## src/rtl/reg_sched_pkg.sv

```systemverilog
// reg_sched_pkg: shared types and constants for the register write scheduler.
package reg_sched_pkg;

    // Which requester currently owns the write window.
    typedef enum logic [1:0] {
        NONE = 2'd0,
        CPU  = 2'd1,
        INT  = 2'd2
    } port_sel_e;

    // Legal range of CLK cycles per half-phase.
    localparam int unsigned DIV_MIN = 1;
    localparam int unsigned DIV_MAX = 8;

    // CPU wins (while the internal port waits) before the internal port is forced in.
    localparam logic [1:0] FAIR_THRESH = 2'd3;

endpackage

```

## src/rtl/reg_write_sched_phase_gen.sv

```systemverilog
// phase_gen: phase counter pc (0..2*DIV-1), registered phi_keep and phase strobes.
// phi_keep is held at 1 while the bank is in its post-reset hold (hold=1).
module phase_gen
    import reg_sched_pkg::*;
#(
    parameter int unsigned DIV = 2
) (
    input  logic CLK,
    input  logic n_RES,
    input  logic hold,
    output logic phi_keep,
    output logic arb_edge,
    output logic win_last,
    output logic wrap
);

    localparam int unsigned DIV_C = (DIV < DIV_MIN) ? DIV_MIN :
                                    (DIV > DIV_MAX) ? DIV_MAX : DIV;
    localparam int unsigned PCW = $clog2(2 * DIV_C);
    localparam logic [PCW-1:0] PC_LAST = PCW'(2 * DIV_C - 1);
    localparam logic [PCW-1:0] PC_WEND = PCW'(DIV_C - 1);
    localparam logic [PCW-1:0] PC_KEEP = PCW'(DIV_C);

    logic [PCW-1:0] pc;
    logic [PCW-1:0] pc_next;

    // Arbitration happens on the wrap edge, so the two strobes coincide.
    assign wrap     = (pc == PC_LAST);
    assign arb_edge = wrap;
    assign win_last = !hold && (pc == PC_WEND);

    // Next phase count, wrapping after the keep half.
    always_comb begin
        pc_next = wrap ? '0 : pc + PCW'(1);
    end

    // Phase counter and phi_keep, registered so phi_keep tracks pc exactly.
    always_ff @(posedge CLK or negedge n_RES) begin
        if (!n_RES) begin
            pc       <= '0;
            phi_keep <= 1'b1;
        end else begin
            pc       <= pc_next;
            phi_keep <= (hold && !wrap) ? 1'b1 : (pc_next >= PC_KEEP);
        end
    end

endmodule

```

## src/rtl/reg_write_sched.sv

```systemverilog
// reg_write_sched: arbitrates CPU and internal write ports onto a bank of
// phase-keep register cells; drives phi_keep, one-hot reg_en, reg_d, reg_res.
// Optional macro REG_WRITE_SCHED_FAIR_EN: internal port is forced in after
// FAIR_THRESH consecutive contested CPU wins; otherwise strict CPU priority.
module reg_write_sched
    import reg_sched_pkg::*;
#(
    parameter int unsigned NREGS = 8,
    parameter int unsigned AW    = 3,
    parameter int unsigned DW    = 8,
    parameter int unsigned DIV   = 2
) (
    input  logic             CLK,
    input  logic             n_RES,
    input  logic             cpu_req,
    input  logic [AW-1:0]    cpu_addr,
    input  logic [DW-1:0]    cpu_data,
    output logic             cpu_ack,
    input  logic             int_req,
    input  logic [AW-1:0]    int_addr,
    input  logic [DW-1:0]    int_data,
    output logic             int_ack,
    output logic             phi_keep,
    output logic [NREGS-1:0] reg_en,
    output logic [DW-1:0]    reg_d,
    output logic             reg_res,
    output logic             addr_err
);

    logic arb_edge;
    logic win_last;
    logic wrap;
    logic fair_due;

    port_sel_e        gnt_sel;
    port_sel_e        gnt_nxt;
    logic             gnt_oor;
    logic [AW-1:0]    sel_addr;
    logic [DW-1:0]    sel_data;
    logic [NREGS-1:0] sel_onehot;
    logic             sel_oor;

    phase_gen #(
        .DIV (DIV)
    ) u_phase (
        .CLK      (CLK),
        .n_RES    (n_RES),
        .hold     (reg_res),
        .phi_keep (phi_keep),
        .arb_edge (arb_edge),
        .win_last (win_last),
        .wrap     (wrap)
    );

    // Bank reset held until the first phase wrap after reset release.
    always_ff @(posedge CLK or negedge n_RES) begin
        if (!n_RES) begin
            reg_res <= 1'b1;
        end else if (wrap) begin
            reg_res <= 1'b0;
        end
    end

`ifdef REG_WRITE_SCHED_FAIR_EN
    logic [1:0] fair_cnt;

    assign fair_due = (fair_cnt == FAIR_THRESH);

    // Count contested CPU wins; any internal grant restarts the count.
    always_ff @(posedge CLK or negedge n_RES) begin
        if (!n_RES) begin
            fair_cnt <= '0;
        end else if (arb_edge) begin
            if (gnt_nxt == INT) begin
                fair_cnt <= '0;
            end else if (gnt_nxt == CPU && int_req) begin
                fair_cnt <= fair_cnt + 2'd1;
            end
        end
    end
`else
    assign fair_due = 1'b0;
`endif

    // Grant owner register.
    always_ff @(posedge CLK or negedge n_RES) begin
        if (!n_RES) begin
            gnt_sel <= NONE;
        end else begin
            gnt_sel <= gnt_nxt;
        end
    end

    // Arbitrate on the wrap edge; release the grant after the last window cycle.
    always_comb begin
        gnt_nxt = gnt_sel;
        if (arb_edge) begin
            if (int_req && (!cpu_req || fair_due)) begin
                gnt_nxt = INT;
            end else if (cpu_req) begin
                gnt_nxt = CPU;
            end else begin
                gnt_nxt = NONE;
            end
        end else if (win_last) begin
            gnt_nxt = NONE;
        end
    end

    // Select the winning port's address/data and decode the load enable.
    always_comb begin
        sel_addr   = (gnt_nxt == INT) ? int_addr : cpu_addr;
        sel_data   = (gnt_nxt == INT) ? int_data : cpu_data;
        sel_onehot = '0;
        for (int unsigned i = 0; i < NREGS; i++) begin
            if (sel_addr == AW'(i)) begin
                sel_onehot[i] = 1'b1;
            end
        end
        sel_oor = (32'(sel_addr) >= NREGS);
    end

    // Latch the grant into the bank drive; reg_en spans exactly the window.
    always_ff @(posedge CLK or negedge n_RES) begin
        if (!n_RES) begin
            reg_en  <= '0;
            reg_d   <= '0;
            gnt_oor <= 1'b0;
        end else if (arb_edge) begin
            if (gnt_nxt != NONE) begin
                reg_en  <= sel_onehot;
                reg_d   <= sel_data;
                gnt_oor <= sel_oor;
            end else begin
                reg_en  <= '0;
            end
        end else if (win_last) begin
            reg_en <= '0;
        end
    end

    assign cpu_ack  = win_last && (gnt_sel == CPU);
    assign int_ack  = win_last && (gnt_sel == INT);
    assign addr_err = win_last && (gnt_sel != NONE) && gnt_oor;

endmodule

```

## config.mk

```make
export PLATFORM = sky130hd
export DESIGN_NAME = reg_write_sched
export DESIGN_NICKNAME = d
export VERILOG_FILES = /design/src/rtl/reg_sched_pkg.sv /design/src/rtl/reg_write_sched_phase_gen.sv /design/src/rtl/reg_write_sched.sv
export SDC_FILE = /design/constraint.sdc
export NUM_CORES = 1
export LEC_CHECK = 0
export ABC_AREA = 0
export CORE_MARGIN = 5
export CORE_UTILIZATION = 35
export CTS_BUF_LIST = sky130_fd_sc_hd__clkbuf_8
export CTS_CLUSTER_DIAMETER = 200
export DETAILED_ROUTE_END_ITERATION = 8
export GPL_TIMING_DRIVEN = 0
export PLACE_DENSITY = 0.67
export SLEW_MARGIN = 15
export SYNTH_ARGS = -nofsm -noshare
export SYNTH_HDL_FRONTEND = slang
export SYNTH_SLANG_ARGS = --single-unit
```

## constraint.sdc

```tcl
create_clock -name CLK -period 2.4 [get_ports CLK]
set_input_delay 0.48 -clock CLK [delete_from_list [all_inputs] [get_ports CLK]]
set_output_delay 0.48 -clock CLK [all_outputs]
set_load 0.01 [all_outputs]
```

==> results of run 1 <==
## how the worst min path moves through the flow
| stage | slack (ps) | start | cells after the start | to |
|---|---|---|---|---|
| floorplan | 180 | n_RES | 0 | gnt_sel[0] |
| global placement | 440 | u_phase.pc[0] | 1 | u_phase.pc[0] |
| detailed placement | 460 | u_phase.pc[0] | 1 | u_phase.pc[0] |
| CTS | 470 | u_phase.pc[0] | 1 | u_phase.pc[0] |
| global route | 520 | u_phase.pc[0] | 1 | u_phase.pc[0] |
| finish | 460 | u_phase.pc[0] | 1 | u_phase.pc[0] |
## layout by cell type, fill, tap and decap left out, types with 2 or more instances in the layout
cell,netlist,layout
nor3b_1,7,6
buf_4,2,2
clkdlybuf4s50_1,0,45
nor2b_1,3,3
nand3_1,8,8
dfrtp_1,20,20
nand2b_1,5,5
dfstp_2,2,2
clkbuf_8,0,3
o21ai_0,8,8
a31oi_1,8,8
ha_1,2,2
nand2_1,2,2
a221o_1,8,8
nor2_1,12,12
o21a_1,2,2
nor3_1,2,2
buf_6,2,2
inv_1,2,2
nor4_1,7,7
## power groups by stage
stage               Clock [mW]  Sequential, mW  Combinational, mW
floorplan                    0           0.418             0.0279
global placement             0           0.410              0.137
detailed placement           0           0.411              0.139
CTS                      0.342           0.404              0.139
global route             0.358           0.407              0.150
finish                   0.336           0.404              0.137
## cell families (layout without fill, tap and decap cells)
kind of cell	Yosys count	in the layout	synth area share
compound gates	29	29	0.1972
fa+ha+maj	2	2	0.02121
buf+inv	10	59	0.05513
flops	22	22	0.4687
other cells	1	1	0.003178
simple gates	52	52	0.2545
## area by class of cell
class / count / area share
Inverter: 4 / 0.01064
Multi-Input combinational cell: 84 / 0.3213
Buffer: 6 / 0.02624
Sequential cell: 22 / 0.3135
Clock inverter: 1 / 0.01702
Timing Repair Buffer: 45 / 0.2553
Tap cell: 46 / 0.03262
Clock buffer: 3 / 0.02340
## flip-flops by register name (all words and copies together) (netlist names)
register / count
reg_en: 8
gnt_sel: 2
reg_res: 1
u_phase.pc: 2
reg_d: 8
u_phase.phi_keep: 1
## routing by layer
metal | track usage | part of all wire | routed length [um] | vias up
met1 | 0.1753 | 0.43 | 1274 | 527
met4 | 0.05211 | 0.012 | 34 | 0
met5 | 0 | 0 | 0 | -
met3 | 0.01970 | 0.052 | 153 | 2
li1 | - | - | - | 531
met2 | 0.2455 | 0.50 | 1469 | 28
## stage by stage
stage | worst slack, ps | hold slack (ps) | instances
after global placement | 105.3 | 443.3 | 207
after CTS | 141.0 | 471.6 | 211
final | 140.2 | 463.3 | 211
after detailed placement | 94.28 | 460.6 | 207
after global routing | 40.86 | 518.1 | 211
after floorplan | 698.2 | 184.4 | 116
==> results by group, run 1 <==
Critical path
  • Slowest-stage cell, CP: clkdlybuf4s50_1
  • CP Buf/Inv Count: 2
  • WS Path Type: reg -> out
  • R2R Path Start: u_phase.pc[0]
  • R2R Path End: reg_en[2]
  • Worst path depth: 5
  • Critical path peak fanout: 3
  • CP arrival: 1780 ps
  • WP data required: 1920 ps
  • Critical path origin: u_phase.pc[1]
  • Cell breakdown of the critical path: inv_1 > ha_1 > nand2b_1 > nor3b_1 > clkdlybuf4s50_1
  • CP Launch Type: flop
  • Crit. End Element: output port
  • Worst Reg-to-Reg Cells: 7
  • CP delay by family, top: buffers and inverters
  • Setup crit end: int_ack
  • Register-to-register setup slack: 550 ps
  • Max stage delay on crit path: 570 ps

Detailed routing
  • DRT iter0 DRCs: 26
  • Vias per Instance: 5.156
  • Via Count: 1,088
  • Final ANT Viol Nets: 0
  • 1st-pass router iterations: 4
  • Routed length per instance: 13.90 um
  • Residual DRC: 0
  • Routed WL: 2.932 mm

GRT
  • First-pass GRT wire length: 5.009 mm
  • All-layer global routing usage: 0.1408
  • Vias in the first global route: 1,105
  • Initial antenna violation count: 0
  • Global route overflow: 0
  • Pin count of the biggest net entering global routing: 23

Place
  • Dpl hpwl: 2.283 mm
  • IO buf count: 45
  • Global placement routability congestion: 0.8129
  • Placed cell area: 1688 um^2

Yosys
  • Syn nets: 144
  • Post-synthesis async set-or-reset flop share: 1.000
  • Average cell area after synthesis: 10.17 um^2
  • Post-synthesis sequential area ratio: 0.4687
  • Synth area leaders: dfrtp_1 (42%), a221o_1 (6.8%), dfstp_2 (4.5%)
  • Synth top cells by count: dfrtp_1 (20), nor2_1 (12)
  • Top FF cell, synth: dfrtp_1
  • Cell count after synthesis: 116
  • Most common cell in the netlist: dfrtp_1
  • FF+latch count, synth: 22
  • Unique masters post-synth: 32
  • Yosys top cell by area: dfrtp_1
  • Mapped Area: 1180 um^2
  • Number of synthesized flops with an enable pin: 0
  • Top-area cell type share of the netlist area: 0.4242
  • Synth warn: 0

Clock network
  • CTS tree: built
  • Htree depth: 1
  • CTS Hold Bufs: 0
  • Clk_lat worst skew: 250 ps
  • TritonCTS Buffers: 3
  • Setup Fix Bufs, Post-CTS: 0
  • Root buf cell: clkbuf_8
  • Clk sinks: 22
  • Worst-case clock buffer depth: 2
  • Resize count post-CTS: 0
  • Clock slew at reported path FFs: 80 ps

Pwr
  • Combinational cell fraction of total power: 0.157
  • Clock power frac: 0.383
  • PnR Total Power: 0.8770 mW
  • PwrDens: 497.1 nW/um^2
  • P_int: 0.7000 mW
  • Sw Pwr: 0.1770 mW
  • Reg power frac: 0.460
  • Switching Share: 0.2019
  • LEAKAGE: 0.6880 nW
  • Maximum VDD drop: 0.0002200 V

Floorplanning
  • Die Footprint: 4632 um^2
  • Ports: 47
  • Die Y: 68.06 um
  • Initial Utilization: 0.3564
  • Die extent in x: 68.06 um
  • Row count: 21
  • Core area: 3311 um^2

Final layout
  • Area occupied by registers: 553.0 um^2
  • Multi-input gate area: 566.8 um^2
  • Util after Layout: 0.5329
  • N_diodes: 0
  • Share of post-route cells with drive strength above 1: 0.1212
  • Fill cell count: 320
  • Area growth from synthesis to layout: 49.52%
  • Post-route cell area: 1764 um^2
  • Nets@finish: 194

Run status
  • Run status: finished, final reports clean

STA
  • Finish-stage setup viols: 0
  • Hold Fails Final Rpt: 0
  • Tcrit/Tclk final: 0.9416
  • FMAX: 0.4425 GHz
  • Unrepaired setup endpoints after global routing: no
  • Setup tns final: 0 ps
  • Slew headroom: 0.3878
  • Fin crit period: 2260 ps
  • Pins Over Slew Limit: 0
  • Clock skew: 2.757 ps
  • Worst Max-Slew Pin Slew: 915.4 ps

Hold path
  • HP Class: reg -> reg

Run
  • Max cap viols: 0
(Power assumes the default switching activity.)
==> run 2: changes to the inputs <==
CORE_MARGIN = 4   (was 5)
==> run 2 against run 1 <==
  * Worst setup slack got worse by 47 ps
  * Utilization rose by 3.0 points
  * Largest cell class unchanged
  * Clock skew fell by 1.3 ps
  * Critical path type unchanged
  * Via count rose by 0.83%
  * Sequential share of layout area barely moved
==> results by group, run 2 (synthesis results as in run 1) <==
Run status
  • Run status: finished, final reports clean (unchanged)

Pwr
  • Reg power frac: 0.458 (was 0.460)
  • P_int: 0.6999 mW (was 0.7000 mW)
  • Sw Pwr: 0.1801 mW (was 0.1770 mW)
  • Clock power frac: 0.385 (was 0.383)
  • Combinational cell fraction of total power: 0.157 (about the same)
  • Maximum VDD drop: 0.0002206 V (was 0.0002200 V)
  • PwrDens: 499.5 nW/um^2 (was 497.1 nW/um^2)
  • LEAKAGE: 0.6874 nW (was 0.6880 nW)
  • Switching Share: 0.2047 (was 0.2019)

Floorplanning
  • Core area: 3128 um^2 (was 3311 um^2)
  • Die Y: 66.06 um (was 68.06 um)
  • Die Footprint: 4364 um^2 (was 4632 um^2)
  • Initial Utilization: 0.3772 (was 0.3564)
  • Die extent in x: 66.06 um (was 68.06 um)
  • Ports: 47 (unchanged)
  • Row count: 20 (was 21)

Detailed routing
  • 1st-pass router iterations: 4 (unchanged)
  • Residual DRC: 0 (unchanged)
  • Via Count: 1,097 (was 1,088)
  • Vias per Instance: 5.249 (was 5.156)
  • Routed length per instance: 14.60 um (was 13.90 um)
  • Final ANT Viol Nets: 0 (unchanged)
  • Routed WL: 3.052 mm (was 2.932 mm)
  • DRT iter0 DRCs: 47 (was 26)

Place
  • Dpl hpwl: 2.308 mm (was 2.283 mm)
  • IO buf count: 45 (unchanged)
  • Global placement routability congestion: 0.8085 (was 0.8129)

Critical path
  • R2R Path End: reg_en[6] (was reg_en[2])
  • WP data required: 1920 ps (about the same)
  • WS Path Type: reg -> out (unchanged)
  • Critical path origin: u_phase.pc[1] (unchanged)
  • Crit. End Element: output port (unchanged)
  • Setup crit end: cpu_ack (was int_ack)
  • Worst Reg-to-Reg Cells: 7 (unchanged)
  • R2R Path Start: u_phase.pc[0] (unchanged)
  • Cell breakdown of the critical path: inv_1 > ha_1 > nand2b_1 > nor3b_1 > clkdlybuf4s50_1 (unchanged)
  • Slowest-stage cell, CP: clkdlybuf4s50_1 (unchanged)
  • Register-to-register setup slack: 530 ps (was 550 ps)
  • Critical path peak fanout: 3 (unchanged)
  • Max stage delay on crit path: 590 ps (was 570 ps)
  • CP arrival: 1830 ps (was 1780 ps)
  • CP Launch Type: flop (unchanged)

Final layout
  • Commonest cells after routing, fill and taps aside: clkdlybuf4s50_1 (45), dfrtp_1 (20), nor2_1 (12) (unchanged)
  • Util after Layout: 0.5632 (was 0.5329)
  • N_diodes: 0 (unchanged)
  • Area growth from synthesis to layout: 49.31% (was 49.52%)
  • Nets@finish: 194 (unchanged)
  • Largest regs: reg_d (8), reg_en (8) (unchanged)
  • Share of post-route cells with drive strength above 1: 0.1212 (unchanged)
  • Leading cell type in the layout, fill and taps excluded: clkdlybuf4s50_1 (unchanged)

STA
  • Clock skew: 1.458 ps (was 2.757 ps)
  • Slew headroom: 0.3613 (was 0.3878)
  • Worst Max-Slew Pin Slew: 955.1 ps (was 915.4 ps)
  • Hold_ws: 497.9 ps (was 463.3 ps)
  • Pins Over Slew Limit: 0 (unchanged)
  • Tcrit/Tclk final: 0.9610 (was 0.9416)
  • Fin crit period: 2306 ps (was 2260 ps)
  • Finish-stage setup viols: 0 (unchanged)
  • FMAX: 0.4336 GHz (was 0.4425 GHz)
  • Hold Fails Final Rpt: 0 (unchanged)

Run
  • Max cap viols: 0 (unchanged)

Clock network
  • Worst-case clock buffer depth: 2 (unchanged)
  • Clk sinks: 22 (unchanged)
  • TritonCTS Buffers: 3 (unchanged)
  • Clk_lat worst skew: 250 ps (about the same)
  • CTS Hold Bufs: 0 (unchanged)
  • Root buf cell: clkbuf_8 (unchanged)
  • Setup Fix Bufs, Post-CTS: 0 (unchanged)
  • Clock slew at reported path FFs: 80 ps (about the same)
  • CTS tree: built (unchanged)
  • Htree depth: 1 (unchanged)

GRT
  • Global route overflow: 0 (unchanged)
  • First-pass GRT wire length: 5.064 mm (was 5.009 mm)
  • Initial antenna violation count: 0 (unchanged)
  • Vias in the first global route: 1,078 (was 1,105)
  • All-layer global routing usage: 0.1496 (was 0.1408)
  • Pin count of the biggest net entering global routing: 23 (unchanged)

Hold path
  • HP Class: reg -> reg (unchanged)
[run 2: cell counts in the layout (fill, tap and decap cells not counted)]
No cell type changed its count.
[run 2: through the flow]
| stage | worst slack [ps] | instances | TNS, ps | total power, mW | instance area (um^2) |
|---|---|---|---|---|---|
| 4_1_cts | 80.37 | 209 | 0 | 0.8898 | 1757 |
| 5_1_grt | -14.89 | 209 | -14.89 | 0.9141 | 1762 |
| 3_5_place_dp | 77.23 | 205 | 0 | 0.5500 | 1685 |
| 2_1_floorplan | 698.2 | 116 | 0 | 0.4462 | 1180 |
| 6_report | 93.56 | 209 | 0 | 0.8800 | 1762 |
| 3_3_place_gp | 90.89 | 205 | 0 | 0.5478 | 1685 |
[run 2: per-layer routing]
metal / share of wire / GRT usage
met5: 0 / 0
met4: 0.0088 / 0.04569
met3: 0.040 / 0.02211
met2: 0.49 / 0.2390
met1: 0.46 / 0.2083
[run 2: layout make-up]
type | instances | area, um^2
Buffer | 6 | 46.29
Clock buffer | 3 | 41.29
Clock inverter | 1 | 30.03
Fill cell | 286 | 1366
Inverter | 4 | 18.77
Multi-Input combinational cell | 84 | 566.8
Sequential cell | 22 | 553.0
Tap cell | 44 | 55.05
Timing Repair Buffer | 45 | 450.4
[run 2: power groups by stage]
stage	clock network (mW)	logic, mW	registers, mW
after floorplan	0	0.0279	0.418
after global placement	0	0.139	0.409
after detailed placement	0	0.140	0.410
after CTS	0.346	0.140	0.403
after global routing	0.359	0.148	0.407
final	0.338	0.139	0.403
[run 2: worst max-delay path, delay by kind of cell (launching register included)]
family | cells | cell delay [ps]
DFF | 1 | 400
and+or+nand+nor | 2 | 390
buffers and inverters | 2 | 650
adders and majority gates | 1 | 140
[run 2: worst min path at each step]
| stage | from | end | slack (ps) | cells past startpoint |
|---|---|---|---|---|
| after floorplan | n_RES | gnt_sel[0] | 180 | 0 |
| after global placement | u_phase.pc[0] | u_phase.pc[0] | 440 | 1 |
| after detailed placement | u_phase.pc[0] | u_phase.pc[0] | 470 | 1 |
| after CTS | u_phase.pc[0] | u_phase.pc[0] | 500 | 1 |
| after global routing | u_phase.pc[0] | u_phase.pc[0] | 530 | 1 |
| final | u_phase.pc[0] | u_phase.pc[0] | 500 | 1 |
[run 2: timing repair]
action,CTS,global route
resized for setup,0,1
endpoints found under the setup margin,0,1
endpoints found under the hold margin,0,0
==> run 3: changes to the inputs <==
CELL_PAD_IN_SITES_DETAIL_PLACEMENT = 2   (was unset)
CELL_PAD_IN_SITES_GLOBAL_PLACEMENT = 2   (was unset)
CORE_UTILIZATION = 26   (was 35)
PLACE_DENSITY = 0.81   (was 0.67)
==> run 3 against run 2 <==
  * Combinational power about the same
  * Wire length up 27%
  * Flip-flop and latch count unchanged
  * Critical path type is now in -> reg
==> results by group, run 3 (synthesis results as in run 1) <==
Run status
  • Run status: finished, final reports clean (unchanged)

STA
  • FMAX: 0.4839 GHz (was 0.4336 GHz)
  • Slew headroom: 0.5925 (was 0.3613)
  • Tcrit/Tclk final: 0.8611 (was 0.9610)
  • Worst Max-Slew Pin Slew: 607.2 ps (was 955.1 ps)
  • Hold Fails Final Rpt: 0 (unchanged)
  • Pins Over Slew Limit: 0 (unchanged)
  • Fin crit period: 2067 ps (was 2306 ps)
  • Finish-stage setup viols: 0 (unchanged)
  • Clock skew: 7.903 ps (was 1.458 ps)
  • Setup tns final: 0 ps (unchanged)
  • Unrepaired setup endpoints after global routing: no
  • Hold_ws: 165.9 ps (was 497.9 ps)

Pwr
  • Sw Pwr: 0.1934 mW (was 0.1801 mW)
  • P_int: 0.5906 mW (was 0.6999 mW)
  • Switching Share: 0.2467 (was 0.2047)
  • Clock power frac: 0.304 (was 0.385)
  • PwrDens: 450.5 nW/um^2 (was 499.5 nW/um^2)
  • Combinational cell fraction of total power: 0.181 (was 0.157)
  • LEAKAGE: 0.7041 nW (was 0.6874 nW)
  • Maximum VDD drop: 0.0001904 V (was 0.0002206 V)
  • Reg power frac: 0.515 (was 0.458)

Floorplanning
  • Die Footprint: 5680 um^2 (was 4364 um^2)
  • Die Y: 75.37 um (was 66.06 um)
  • Die extent in x: 75.37 um (was 66.06 um)
  • Core area: 4384 um^2 (was 3128 um^2)
  • Initial Utilization: 0.2691 (was 0.3772)
  • Ports: 47 (unchanged)
  • Row count: 24 (was 20)

Critical path
  • Critical path peak fanout: 10 (was 3)
  • CP Launch Type: input pin (was flop)
  • R2R Path Start: u_phase.pc[0] (unchanged)
  • Worst Reg-to-Reg Cells: 7 (unchanged)
  • R2R Path End: reg_en[2] (was reg_en[6])
  • CP delay by family, top: buffers and inverters (unchanged)
  • CP Buf/Inv Count: 3 (was 2)
  • Slowest-stage cell, CP: clkdlybuf4s50_1 (unchanged)
  • Max stage delay on crit path: 570 ps (was 590 ps)
  • CP arrival: 2220 ps (was 1830 ps)
  • WP data required: 2550 ps (was 1920 ps)
  • WS Path Type: in -> reg (was reg -> out)
  • Crit. End Element: flop (was output port)
  • Register-to-register setup slack: 520 ps (was 530 ps)
  • Cell breakdown of the critical path: clkdlybuf4s50_1 > nand3b_1 > o21a_1 > buf_4 > clkinv_2 > nand2_2 > a221o_1 (was inv_1 > ha_1 > nand2b_1 > nor3b_1 > clkdlybuf4s50_1)

Hold path
  • HP Class: in -> async (was reg -> reg)

GRT
  • Global route overflow: 0 (unchanged)
  • Vias in the first global route: 1,309 (was 1,078)
  • First-pass GRT wire length: 6.561 mm (was 5.064 mm)
  • Initial antenna violation count: 0 (unchanged)
  • All-layer global routing usage: 0.1545 (was 0.1496)
  • Pin count of the biggest net entering global routing: 23 (unchanged)

Final layout
  • Area growth from synthesis to layout: 47.51% (was 49.31%)
  • Nets@finish: 194 (unchanged)
  • Share of post-route cells with drive strength above 1: 0.1152 (was 0.1212)
  • Multi-input gate area: 561.8 um^2 (was 566.8 um^2)
  • Area occupied by registers: 553.0 um^2 (unchanged)
  • Largest regs: reg_d (8), reg_en (8) (unchanged)
  • N_diodes: 0 (unchanged)
  • Leading cell type in the layout, fill and taps excluded: clkdlybuf4s50_1 (unchanged)
  • Fill cell count: 476 (was 286)
  • Commonest cells after routing, fill and taps aside: clkdlybuf4s50_1 (42), dfrtp_1 (20), nor2_1 (12) (was clkdlybuf4s50_1 (45), dfrtp_1 (20), nor2_1 (12))

Clock network
  • Worst-case clock buffer depth: 2 (unchanged)
  • Root buf cell: clkbuf_8 (unchanged)
  • CTS tree: built (unchanged)
  • Clock slew at reported path FFs: 80 ps (about the same)
  • TritonCTS Buffers: 3 (unchanged)
  • Clk sinks: 22 (unchanged)
  • Htree depth: 1 (unchanged)
  • Clk_lat worst skew: 270 ps (was 250 ps)
  • Setup Fix Bufs, Post-CTS: 0 (unchanged)

Place
  • IO buf count: 45 (unchanged)
  • Dpl hpwl: 3.034 mm (was 2.308 mm)
  • Global placement routability congestion: 0.7743 (was 0.8085)

Detailed routing
  • 1st-pass router iterations: 4 (unchanged)
  • Routed WL: 3.884 mm (was 3.052 mm)
  • Vias per Instance: 5.267 (was 5.249)
  • Routed length per instance: 17.90 um (was 14.60 um)
  • Via Count: 1,143 (was 1,097)
  • Residual DRC: 0 (unchanged)
  • DRT iter0 DRCs: 54 (was 47)
  • Final ANT Viol Nets: 0 (unchanged)

Run
  • Max cap viols: 0 (unchanged)
[run 3: cell types whose count changed in the layout (fill, tap and decap cells not counted), sizes merged]
cell	before	now
buf	5	6
bufinv	1	0
clkdlybuf4s50	45	42
dlymetal6s2s	0	2
inv	3	4
[run 3: worst max-delay path by stage]
stage / start / endpoint / depth (start not counted)
6_report: cpu_req / reg_en[2] / 7
5_1_grt: cpu_req / reg_en[2] / 5
4_1_cts: u_phase.pc[1] / int_ack / 5
3_5_place_dp: cpu_req / reg_en[2] / 5
3_3_place_gp: cpu_req / reg_en[5] / 7
2_1_floorplan: u_phase.pc[0] / reg_en[6] / 6
[run 3: final cells by class]
cell class              count  share of cell area
multi-input cells          84              0.3228
flip-flops and latches     22              0.3178
repair buffers             45              0.2588
well taps                  52             0.03738
plain buffers               6             0.02660
clock buffers               3             0.02372
inverters                   4             0.01078
clock inverters             1            0.002157
[run 3: per-stage QoR]
| stage | instance area (um^2) | setup WS (ps) | util | cells | total power, mW |
|---|---|---|---|---|---|
| 3_3_place_gp | 1695 | 94.66 | 0.3867 | 213 | 0.5508 |
| 2_1_floorplan | 1180 | 698.2 | - | 116 | 0.4462 |
| 4_1_cts | 1740 | 47.91 | 0.3970 | 217 | 0.7980 |
| 5_1_grt | 1740 | 194.9 | 0.3970 | 217 | 0.8315 |
| 6_report | 1740 | 333.5 | 0.3970 | 217 | 0.7840 |
| 3_5_place_dp | 1695 | 48.30 | 0.3867 | 213 | 0.5561 |
[run 3: routing by layer]
metal / part of all wire / track usage / vias up
li1: - / - / 531
met1: 0.40 / 0.1777 / 571
met2: 0.52 / 0.2733 / 34
met3: 0.064 / 0.04485 / 7
met4: 0.017 / 0.05243 / 0
met5: 0 / 0 / -
[run 3: power groups by stage]
stage	registers [mW]	clock network, mW	logic, mW
after CTS	0.404	0.248	0.146
after global routing	0.407	0.270	0.155
after global placement	0.409	0	0.141
after floorplan	0.418	0	0.0279
final	0.404	0.238	0.142
after detailed placement	0.411	0	0.145
[run 3: timing repair]
| item | CTS | global route |
|---|---|---|
| resized for setup | 0 | 2 |
| hold buffers | 0 | 0 |
| hold endpoints to repair | 0 | 0 |
| endpoints found under the setup margin | 0 | 2 |
